[src/rtl/fixed_divide_if.sv]
// fixed_divide_if: handshake bundle for the sequential fixed-point divider.
//   in_valid/in_ready/a/b        operand channel (source -> divider)
//   out_valid/out_ready/q/flags  result channel  (divider -> consumer)
// master: the environment that supplies operands and consumes results.
// slave:  the divider itself.
interface fixed_divide_if #(
  parameter int W = 32
);
  logic         in_valid;
  logic         in_ready;
  logic [W-1:0] a;
  logic [W-1:0] b;
  logic         out_valid;
  logic         out_ready;
  logic [W-1:0] q;
  logic         div_by_zero;
  logic         overflow;

  modport master (
    output in_valid, a, b, out_ready,
    input  in_ready, out_valid, q, div_by_zero, overflow
  );

  modport slave (
    input  in_valid, a, b, out_ready,
    output in_ready, out_valid, q, div_by_zero, overflow
  );
endinterface

[src/rtl/fixed_divide.sv]
// fixed_divide: signed fixed-point divider, q = a / b, all three values
// carrying fractional_size fractional bits. Restoring division on
// magnitudes, one quotient bit per clock, N = W + fractional_size steps,
// then sign application and saturation into a registered result.
//   clk  rising-edge clock
//   rst  asynchronous active-high reset
//   bus  fixed_divide_if.slave: operand and result handshakes
//
//   state | meaning
//   IDLE  | in_ready high, waiting for operands
//   CALC  | one restoring step per cycle, N steps total
//   DONE  | out_valid high, result held until out_ready
module fixed_divide #(
  parameter int fractional_size = 12,
  parameter int operand_size    = 32
) (
  input  logic          clk,
  input  logic          rst,
  fixed_divide_if.slave bus
);
  localparam int W  = operand_size;
  localparam int N  = W + fractional_size;
  localparam int CW = $clog2(N);

  localparam logic [N-1:0] MAX_POS_N = {{(N-W+1){1'b0}}, {(W-1){1'b1}}};
  localparam logic [N-1:0] MIN_MAG_N = {{(N-W){1'b0}}, 1'b1, {(W-1){1'b0}}};
  localparam logic [W-1:0] Q_MAX     = {1'b0, {(W-1){1'b1}}};
  localparam logic [W-1:0] Q_MIN     = {1'b1, {(W-1){1'b0}}};

  typedef enum logic [1:0] {
    IDLE = 2'd0,
    CALC = 2'd1,
    DONE = 2'd2
  } state_t;

  state_t         state_q,     state_d;
  logic [CW-1:0]  cnt_q,       cnt_d;
  // Dividend shifts out of the top while quotient bits shift in at the
  // bottom, so after N steps this register holds the quotient magnitude.
  logic [N-1:0]   dividend_q,  dividend_d;
  // The stored remainder is always below the divisor, so W bits suffice;
  // the extra bit only exists in the shifted working value.
  logic [W-1:0]   rem_q,       rem_d;
  logic [W-1:0]   divisor_q,   divisor_d;
  logic           sign_q,      sign_d;
  logic           zero_q,      zero_d;
  logic           a_neg_q,     a_neg_d;
  logic [W-1:0]   q_q,         q_d;
  logic           dbz_q,       dbz_d;
  logic           ovf_q,       ovf_d;
  logic           out_valid_q, out_valid_d;

  logic [W-1:0]   abs_a;
  logic [W-1:0]   abs_b;
  logic [W:0]     rem_shift;
  logic           fits;
  logic [W-1:0]   rem_step;
  logic [N-1:0]   quo_step;
  logic [W-1:0]   q_fin;
  logic           dbz_fin;
  logic           ovf_fin;

  // Magnitudes; the most negative value maps to 2^(W-1) as an unsigned W-bit number.
  always_comb begin
    abs_a = bus.a[W-1] ? (~bus.a + 1'b1) : bus.a;
    abs_b = bus.b[W-1] ? (~bus.b + 1'b1) : bus.b;
  end

  // One restoring step.
  always_comb begin
    rem_shift = {rem_q, dividend_q[N-1]};
    fits      = (rem_shift >= {1'b0, divisor_q});
    // When fits, the true difference is below the divisor and fits in W bits.
    rem_step  = fits ? (rem_shift[W-1:0] - divisor_q) : rem_shift[W-1:0];
    quo_step  = {dividend_q[N-2:0], fits};
  end

  // Conversion of the final magnitude (the value produced by the last step).
  always_comb begin
    q_fin   = '0;
    dbz_fin = 1'b0;
    ovf_fin = 1'b0;
    if (zero_q) begin
      q_fin   = a_neg_q ? Q_MIN : Q_MAX;
      dbz_fin = 1'b1;
    end else if (!sign_q && (quo_step > MAX_POS_N)) begin
      q_fin   = Q_MAX;
      ovf_fin = 1'b1;
    end else if (sign_q && (quo_step > MIN_MAG_N)) begin
      q_fin   = Q_MIN;
      ovf_fin = 1'b1;
    end else begin
      q_fin   = sign_q ? (~quo_step[W-1:0] + 1'b1) : quo_step[W-1:0];
    end
  end

  always_comb begin
    state_d     = state_q;
    cnt_d       = cnt_q;
    dividend_d  = dividend_q;
    rem_d       = rem_q;
    divisor_d   = divisor_q;
    sign_d      = sign_q;
    zero_d      = zero_q;
    a_neg_d     = a_neg_q;
    q_d         = q_q;
    dbz_d       = dbz_q;
    ovf_d       = ovf_q;
    out_valid_d = out_valid_q;

    unique case (state_q)
      IDLE: begin
        if (bus.in_valid) begin
          dividend_d = {abs_a, {fractional_size{1'b0}}};
          divisor_d  = abs_b;
          sign_d     = bus.a[W-1] ^ bus.b[W-1];
          zero_d     = (bus.b == '0);
          a_neg_d    = bus.a[W-1];
          rem_d      = '0;
          cnt_d      = '0;
          state_d    = CALC;
        end
      end
      CALC: begin
        rem_d      = rem_step;
        dividend_d = quo_step;
        cnt_d      = cnt_q + CW'(1);
        if (cnt_q == CW'(N - 1)) begin
          q_d         = q_fin;
          dbz_d       = dbz_fin;
          ovf_d       = ovf_fin;
          out_valid_d = 1'b1;
          state_d     = DONE;
        end
      end
      DONE: begin
        if (bus.out_ready) begin
          out_valid_d = 1'b0;
          state_d     = IDLE;
        end
      end
      default: begin
        out_valid_d = 1'b0;
        state_d     = IDLE;
      end
    endcase
  end

  always_ff @(posedge clk or posedge rst) begin
    if (rst) begin
      state_q     <= IDLE;
      cnt_q       <= '0;
      dividend_q  <= '0;
      rem_q       <= '0;
      divisor_q   <= '0;
      sign_q      <= 1'b0;
      zero_q      <= 1'b0;
      a_neg_q     <= 1'b0;
      q_q         <= '0;
      dbz_q       <= 1'b0;
      ovf_q       <= 1'b0;
      out_valid_q <= 1'b0;
    end else begin
      state_q     <= state_d;
      cnt_q       <= cnt_d;
      dividend_q  <= dividend_d;
      rem_q       <= rem_d;
      divisor_q   <= divisor_d;
      sign_q      <= sign_d;
      zero_q      <= zero_d;
      a_neg_q     <= a_neg_d;
      q_q         <= q_d;
      dbz_q       <= dbz_d;
      ovf_q       <= ovf_d;
      out_valid_q <= out_valid_d;
    end
  end

  assign bus.in_ready    = (state_q == IDLE);
  assign bus.out_valid   = out_valid_q;
  assign bus.q           = q_q;
  assign bus.div_by_zero = dbz_q;
  assign bus.overflow    = ovf_q;
endmodule

[src/flat_wrapper.sv]
// flat-port wrapper written by rule: the top's interface ports become plain ports
module fixed_divide_flat 
#(
  parameter int fractional_size = 12,
  parameter int operand_size    = 32
)
  (clk, rst, bus_in_valid, bus_a, bus_b, bus_out_ready, bus_in_ready, bus_out_valid, bus_q, bus_div_by_zero, bus_overflow);
  fixed_divide_if #(.W(32)) bus_i ();
  input  logic clk;
  input  logic rst;
  input wire logic [$bits(bus_i.in_valid)-1:0] bus_in_valid;
  input wire logic [$bits(bus_i.a)-1:0] bus_a;
  input wire logic [$bits(bus_i.b)-1:0] bus_b;
  input wire logic [$bits(bus_i.out_ready)-1:0] bus_out_ready;
  output wire logic [$bits(bus_i.in_ready)-1:0] bus_in_ready;
  output wire logic [$bits(bus_i.out_valid)-1:0] bus_out_valid;
  output wire logic [$bits(bus_i.q)-1:0] bus_q;
  output wire logic [$bits(bus_i.div_by_zero)-1:0] bus_div_by_zero;
  output wire logic [$bits(bus_i.overflow)-1:0] bus_overflow;
  assign bus_i.in_valid = bus_in_valid;
  assign bus_i.a = bus_a;
  assign bus_i.b = bus_b;
  assign bus_i.out_ready = bus_out_ready;
  assign bus_in_ready = bus_i.in_ready;
  assign bus_out_valid = bus_i.out_valid;
  assign bus_q = bus_i.q;
  assign bus_div_by_zero = bus_i.div_by_zero;
  assign bus_overflow = bus_i.overflow;
  fixed_divide #(.fractional_size(fractional_size), .operand_size(operand_size)) u_core (.clk(clk), .rst(rst), .bus(bus_i));
endmodule
[config.mk]
export PLATFORM = sky130hd
export DESIGN_NAME = fixed_divide_flat
export DESIGN_NICKNAME = d
export VERILOG_FILES = /design/src/rtl/fixed_divide_if.sv /design/src/rtl/fixed_divide.sv /design/src/flat_wrapper.sv
export SDC_FILE = /design/constraint.sdc
export NUM_CORES = 1
export LEC_CHECK = 0
export BUFFER_PORTS_ARGS = -buffer_cell sky130_fd_sc_hd__buf_2
export CAP_MARGIN = 20
export CORE_ASPECT_RATIO = 0.7
export CORE_MARGIN = 1
export CORE_UTILIZATION = 50
export DETAILED_ROUTE_END_ITERATION = 8
export PLACE_DENSITY_LB_ADDON = 0.08
export SYNTH_ARGS = -nofsm -noshare
export SYNTH_HDL_FRONTEND = slang
export SYNTH_SLANG_ARGS = --single-unit
[constraint.sdc]
create_clock -name clk -period 15.3 [get_ports clk]
set_input_delay 1.53 -clock clk [delete_from_list [all_inputs] [get_ports clk]]
set_output_delay 1.53 -clock clk [all_outputs]
set_load 0.05 [all_outputs]
==> summary.txt, run 1 <==
Run status
  • Status: finished clean

Yosys
  • Post-synthesis cell count: 1,193
  • Cell type with the largest total area after synthesis: dfrtp_1
  • EDFF count, synth: 0
  • Syn_area_per_cell: 8.40 um^2
  • Post-synth top cells: o21ai_0 (207), dfrtp_1 (154), nand2_1 (134), xor2_1 (79), a21oi_1 (67)
  • Most frequent cell after synthesis: o21ai_0
  • Post-Syn Area: 0.0100 mm^2
  • Seq cells post-synth: 154
  • Synth top area share: 38.5%
  • Ys async rst share: 100%
  • Post-synthesis cell type count: 64
  • Syn. warnings: 0
  • Top FF cell, synth: dfrtp_1
  • Syn nets: 1,298
  • Post-synthesis sequential area ratio: 38.5%
  • Area contributors post-synth: dfrtp_1 (38%), o21ai_0 (10%), xor2_1 (6.9%), nand2_1 (5.0%), ha_1 (4.5%)

Pwr
  • Sw Share: 47.8%
  • Sw Pwr: 1.38 mW
  • Internal: 1.51 mW
  • Clock power frac: 15.6%
  • Sequential Power Share: 28.4%
  • Leakage power: 5.01 nW
  • Combinational share of power: 56.0%
  • Worst VDD drop: 0.0000864 V
  • PwrDens: 255 mW/mm^2

Critical path
  • Critical path peak fanout: 29
  • R2r setup slk: 9.79 ns
  • FF-to-FF path depth: 20
  • CP Class: flop to flop
  • Crit end category: flop
  • Critical Path AT: 5.87 ns
  • CP Launch Type: flop
  • R2R Path End: u_core.bus.q[15]$_DFFE_PP0P_
  • Worst r2r src: u_core.divisor_q[1]$_DFFE_PP0P_
  • Worst Path Required: 15.65 ns

Route
  • Routed len/inst: 17.9 um
  • WL final: 27,400 um
  • Initial DRC count: 772
  • 1st-pass router iterations: 5
  • DRC viols: 0
  • Vias per cell: 5.96
  • DRT antenna net count: 0
  • Total number of vias: 9,111

CTS
  • Clock Pin Slew Worst Setup and Hold Paths: 0.06 ns
  • Setup Buffers After CTS: 0
  • Post-CTS Hold Buffers: 0
  • Post-CTS sizing: 0
  • Sink Count: 154
  • CTS tree: yes
  • Bufs on Longest Clock Path: 2
  • Worst skew pair latency: 0.42 ns
  • CTS H-tree lvls: 4
  • CTS Buf Count: 17
  • Clock tree root driver cell: clkbuf_16

Worst hold path
  • Hold Path Stages: 2
  • Worst Hold Class: flop to flop
  • Hold path start: u_core.divisor_q[6]$_DFFE_PP0P_
  • Hold worst-path end: u_core.divisor_q[6]$_DFFE_PP0P_

Finish
  • Core Util, Final: 58.8%
  • Layout fillers: 1,772
  • Synth-to-Final Area Change: 13.0%
  • Design area: 0.0113 mm^2
  • Diode count: 0
  • Register Area: 0.00385 mm^2
  • Share of layout cells above drive strength 1: 13.8%
  • Multi-input logic area: 0.00573 mm^2
  • Non-filler instance count after layout: 1,528
  • Nets: 1,358

STA
  • Final WS setup: 9.79 ns
  • Final period util: 36.0%
  • Tmin final: 5.51 ns
  • Fin Setup TNS: 0 ns
  • Final setup viols: 0
  • Layout Skew: 0.00894 ns
  • Max Transition Viols Final: 0
  • Max frequency: 181 MHz
  • Slew @ Worst Pin: 1.11 ns
  • Final Hold Viols: 0
  • Slew headroom: 25.9%
  • RSZ-0062 raised after global routing: no

GRT
  • Vias in the first global route: 8,198
  • Global-route wire length before repair: 44,300 um
  • Initial antenna violation count: 2
  • Largest net degree at the start of global routing: 105
  • Gr ovfl total: 0
  • GRT Total Usage: 27.8%

Floorplanning
  • Initial Util: 52.1%
  • Die height: 120 um
  • Core outline area: 0.0192 mm^2
  • Die ar.: 0.0206 mm^2
  • Ports: 104
  • Die width: 171 um
  • Std cell rows: 42

Placement
  • Post-Place Cell Area: 0.0107 mm^2
  • Worst slack, placed: 9.85 ns
  • Gpl congestion: 0.954
  • Cell total after placement: 1,498
  • Buffers on Ports: 103
  • Hpwl dp: 19,200 um

Flow run
  • Number of max-cap violations: 0
## power groups by stage
stage | Sequential, mW | Clock, mW | Combinational [mW]
after detailed placement | 0.810 | 0 | 1.59
final | 0.819 | 0.450 | 1.62
after global placement | 0.806 | 0 | 1.57
after CTS | 0.807 | 0.455 | 1.60
after global routing | 0.839 | 0.473 | 1.82
after floorplan | 0.855 | 0 | 1.15
## cell usage in the layout, fill, tap and decap left out, types with 3 or more instances in the layout
| cell | count |
|---|---|
| buf_2 | 103 |
| or4_1 | 11 |
| a31o_2 | 3 |
| ha_1 | 36 |
| buf_4 | 11 |
| a31oi_1 | 13 |
| dfrtp_1 | 154 |
| nand3_1 | 38 |
| a22oi_1 | 29 |
| clkinv_2 | 3 |
| nor4_1 | 15 |
| a21oi_1 | 67 |
| a211oi_1 | 5 |
| or3_4 | 3 |
| nor2b_1 | 3 |
| or2_2 | 8 |
| inv_1 | 46 |
| xnor2_1 | 17 |
| a21o_1 | 19 |
| nand4b_1 | 3 |
| o21ai_0 | 206 |
| xor2_1 | 79 |
| o41ai_1 | 14 |
| nor3_1 | 15 |
| or3_1 | 16 |
| nand2b_1 | 9 |
| o21a_1 | 7 |
| and2_1 | 4 |
| bufinv_16 | 4 |
| and3_1 | 4 |
| nor2_1 | 54 |
| o211ai_1 | 17 |
| clkbuf_16 | 17 |
| mux2i_1 | 9 |
| o22ai_1 | 11 |
| o31ai_1 | 20 |
| nand2_1 | 133 |
| nand4_1 | 9 |
## cell type report
| type | count | share of cell area [%] |
|---|---|---|
| Clock inverter | 11 | 1.49 |
| Timing Repair Buffer | 114 | 5.28 |
| Sequential cell | 154 | 34.1 |
| Inverter | 47 | 1.60 |
| Tap cell | 264 | 2.92 |
| Clock buffer | 19 | 4.00 |
| Multi-Input combinational cell | 919 | 50.6 |
## layer usage
layer | GRT usage, % | vias to the layer above | share of wire [%]
li1 | - | 4442 | -
met1 | 45.5 | 4319 | 52
met2 | 34.5 | 335 | 38
met3 | 8.90 | 13 | 9.8
met4 | 5.02 | 2 | 0.57
met5 | 0 | - | 0.047
## how the worst max path moves through the flow
stage                               startpoint                            to  slack (ns)  cells after the start
2_1_floorplan                              rst    u_core.a_neg_q$_DFFE_PP0P_        9.62                      1
3_3_place_gp   u_core.divisor_q[1]$_DFFE_PP0P_  u_core.bus.q[15]$_DFFE_PP0P_       10.00                     20
3_5_place_dp   u_core.divisor_q[1]$_DFFE_PP0P_  u_core.bus.q[15]$_DFFE_PP0P_        9.85                     20
4_1_cts        u_core.divisor_q[1]$_DFFE_PP0P_  u_core.bus.q[15]$_DFFE_PP0P_        9.83                     20
5_1_grt        u_core.divisor_q[1]$_DFFE_PP0P_  u_core.bus.q[15]$_DFFE_PP0P_        9.53                     20
6_report       u_core.divisor_q[1]$_DFFE_PP0P_  u_core.bus.q[15]$_DFFE_PP0P_        9.79                     20
## worst max-delay path, stage by stage (launching register included)
cell and delay, ns:
dfrtp_1 0.39, inv_1 0.06, ha_1 0.30, nor2b_1 0.14
o31ai_1 0.43, a21oi_1 0.13, a31oi_1 0.32, o21a_1 0.23
and4_1 0.25, o21ai_4 0.09, inv_1 0.09, ha_1 0.18
or4b_4 0.49, nand2b_4 0.17, nand2b_4 0.18, or3_4 0.40
or3_4 0.35, a21oi_4 0.21, o21ai_2 0.34, or4_1 0.58
nand4_1 0.10
## logic make-up (layout without fill, tap and decap cells)
| kind of cell | after synthesis | after routing | share of synthesized area [%] |
|---|---|---|---|
| AND/OR/NAND/NOR | 341 | 341 | 16.7 |
| XOR/XNOR | 96 | 96 | 8.39 |
| AO/OA/AOI/OAI | 436 | 436 | 26.2 |
| buffers and inverters | 120 | 191 | 4.66 |
| adder cells (fa/ha/maj) | 37 | 37 | 4.70 |
| multiplexers | 9 | 9 | 0.899 |
| flip-flops | 154 | 154 | 38.5 |
## per-stage QoR
| step | hold slack [ns] | power [mW] |
|---|---|---|
| 2_1_floorplan | 0.443 | 2.01 |
| 6_report | 0.481 | 2.89 |
| 3_5_place_dp | 0.471 | 2.40 |
| 4_1_cts | 0.485 | 2.86 |
| 5_1_grt | 0.495 | 3.13 |
| 3_3_place_gp | 0.461 | 2.37 |
## flip-flops by register name, indices dropped and copies added, names as in the netlist, 2 cells and up
| signal | cells |
|---|---|
| u_core.dividend_q | 44 |
| u_core.cnt_q | 6 |
| u_core.bus.q | 32 |
| u_core.state_q | 2 |
| u_core.rem_q | 32 |
| u_core.divisor_q | 32 |
Note: power is estimated with default switching activity, not from simulation.
==> inputs of run 2 (changes only) <==
clock period = 5 ns   (was 15.3 ns; I/O delays follow)
==> summary.txt, run 2 (synthesis gave the netlist of run 1 again) <==
CTS
  • Sink Count: 154 (unchanged)
  • CTS H-tree lvls: 4 (unchanged)
  • Bufs on Longest Clock Path: 2 (unchanged)
  • CTS tree: yes (unchanged)
  • Worst skew pair latency: 0.43 ns (was 0.42 ns)
  • Clock tree root driver cell: clkbuf_16 (unchanged)
  • CTS Buf Count: 17 (unchanged)
  • Clock Pin Slew Worst Setup and Hold Paths: 0.07 ns (was 0.06 ns)

GRT
  • Initial antenna violation count: 0 (was 2)
  • GRT met3 Usage: 7.46% (was 8.90%)
  • Met2 Use GR: 33.4% (was 34.5%)
  • Vias in the first global route: 8,037 (was 8,198)
  • Gr ovfl total: 0 (unchanged)
  • Met1 usage: 47.4% (was 45.5%)
  • GRT Total Usage: 28.0% (was 27.8%)
  • Global-route wire length before repair: 44,100 um (was 44,300 um)
  • Largest net degree at the start of global routing: 101 (was 105)
  • Gr busiest metal: met1 (unchanged)

Placement
  • Cell total after placement: 1,501 (was 1,498)
  • Gpl congestion: 0.896 (was 0.954)
  • Buffers on Ports: 103 (unchanged)
  • Post-Place Cell Area: 0.0107 mm^2 (about the same)
  • Hpwl dp: 19,500 um (was 19,200 um)

Critical path
  • Critical Path AT: 5.13 ns (was 5.87 ns)
  • Crit end category: flop (unchanged)
  • Critical path peak fanout: 4 (was 29)
  • Worst Path Required: 5.36 ns (was 15.65 ns)
  • CP Launch Type: flop (unchanged)
  • CP Class: flop to flop (unchanged)
  • FF-to-FF path depth: 20 (unchanged)

Finish
  • Synth-to-Final Area Change: 13.6% (was 13.0%)
  • Multi-input logic area: 0.00575 mm^2 (was 0.00573 mm^2)
  • Share of layout cells above drive strength 1: 14.9% (was 13.8%)
  • Core Util, Final: 59.1% (was 58.8%)
  • Diode count: 0 (unchanged)
  • Nets: 1,366 (was 1,358)
  • Register bank with the most flops: u_core.dividend_q (unchanged)
  • Number of flip-flops in the largest register: 44 (unchanged)
  • Design area: 0.0114 mm^2 (was 0.0113 mm^2)
  • Most frequent cells in the layout: o21ai_0 (205), dfrtp_1 (154), nand2_1 (133) (was o21ai_0 (206), dfrtp_1 (154), nand2_1 (133))
  • Register Area: 0.00385 mm^2 (unchanged)
  • Most common cell after layout, fill and taps aside: o21ai_0 (unchanged)
  • Layout fillers: 1,794 (was 1,772)
  • Non-filler instance count after layout: 1,538 (was 1,528)

STA
  • Final setup viols: 0 (unchanged)
  • Final Hold Viols: 0 (unchanged)
  • Final period util: 95.5% (was 36.0%)
  • Layout Skew: 0.00870 ns (was 0.00894 ns)
  • Slew headroom: 32.9% (was 25.9%)
  • Max Transition Viols Final: 0 (unchanged)
  • Tmin final: 4.77 ns (was 5.51 ns)
  • Slew @ Worst Pin: 1.01 ns (was 1.11 ns)
  • Max frequency: 209 MHz (was 181 MHz)
  • Fin Setup TNS: 0 ns (unchanged)

Route
  • WL final: 27,500 um (was 27,400 um)
  • Total number of vias: 9,120 (was 9,111)
  • Routed len/inst: 17.9 um (about the same)
  • DRC viols: 0 (unchanged)
  • Initial DRC count: 824 (was 772)
  • 1st-pass router iterations: 6 (was 5)
  • Vias per cell: 5.93 (was 5.96)
  • DRT antenna net count: 0 (unchanged)

Pwr
  • Leakage power: 5.02 nW (was 5.01 nW)
  • PwrDens: 774 mW/mm^2 (was 255 mW/mm^2)
  • Worst VDD drop: 0.000305 V (was 0.0000864 V)
  • Tot Pwr: 8.80 mW (was 2.89 mW)

Floorplanning
  • Die width: 171 um (unchanged)
  • Std cell rows: 42 (unchanged)
  • Initial Util: 52.1% (unchanged)
  • Ports: 104 (unchanged)
  • Die ar.: 0.0206 mm^2 (unchanged)
  • Core outline area: 0.0192 mm^2 (unchanged)
  • Die height: 120 um (unchanged)

Worst hold path
  • Worst Hold Class: input port to asynchronous set/reset pin (was flop to flop)

Flow run
  • Number of max-cap violations: 0 (unchanged)

Run status
  • Status: finished clean (unchanged)
run 2: final cells by class:
class                      count  share of cell area (%)
timing repair buffer         122                    5.79
tap                          264                    2.90
inverter                      47                    1.59
clock inverter                13                    1.37
sequential                   154                    33.9
multi-input combinational    919                    50.6
clock buffer                  19                    3.89
run 2: power by group:
group	switching (mW)	total (mW)	internal [mW]
sequential	0.604	2.48	1.88
combinational	3.07	4.98	1.92
clock	0.572	1.34	0.764
run 2: per-stage QoR:
| stage | hold slack, ns | setup slack, ns |
|---|---|---|
| 2_1_floorplan | 0.443 | 0.0206 |
| 3_3_place_gp | 0.463 | 0.214 |
| 3_5_place_dp | 0.468 | 0.107 |
| 4_1_cts | 0.234 | 0.0622 |
| 5_1_grt | 0.270 | -0.00915 |
| 6_report | 0.200 | 0.226 |
run 2: timing repair:
item | CTS | global route
setup endpoints to repair | 0 | 29
setup buffers | 0 | 5
resized for setup | 0 | 4
hold buffers | 0 | 0
run 2: final timing paths:
check                                                start                           endpoint  slack [ns]
min reg2reg                    u_core.cnt_q[5]$_DFFE_PP0P_        u_core.cnt_q[5]$_DFFE_PP0P_        0.48
min                                                    rst        u_core.cnt_q[3]$_DFFE_PP0P_        0.20
max reg2reg                u_core.divisor_q[1]$_DFFE_PP0P_       u_core.bus.q[15]$_DFFE_PP0P_        0.23
max                        u_core.divisor_q[1]$_DFFE_PP0P_       u_core.bus.q[15]$_DFFE_PP0P_        0.23
min in group clk                                  bus_a[9]  u_core.dividend_q[21]$_DFFE_PP0P_        0.37
max in group asynchronous                              rst       u_core.rem_q[30]$_DFFE_PP0P_        3.68
run 2: worst max-delay path, cell delays in order, from the launching register on:
cell and delay [ns]:
dfrtp_1 0.40, inv_1 0.06, ha_1 0.29, nor2b_1 0.16, o31ai_2 0.26, a21oi_2 0.10
a31oi_2 0.21, o21a_1 0.20, and4_4 0.24, o21ai_4 0.07, inv_2 0.07, ha_2 0.18
or4b_4 0.48, nand2b_4 0.17, nand2b_4 0.17, or3_4 0.41, or3_4 0.35, a21oi_4 0.19
o21ai_2 0.08, or4_1 0.49, nand4_1 0.11
run 2: per-layer routing:
metal  vias to the layer above  share of wire [%]
li1                       4448                  -
met1                      4336                 54
met2                       324                 37
met3                        12                7.9
met4                         0               0.64
met5                         -                  0
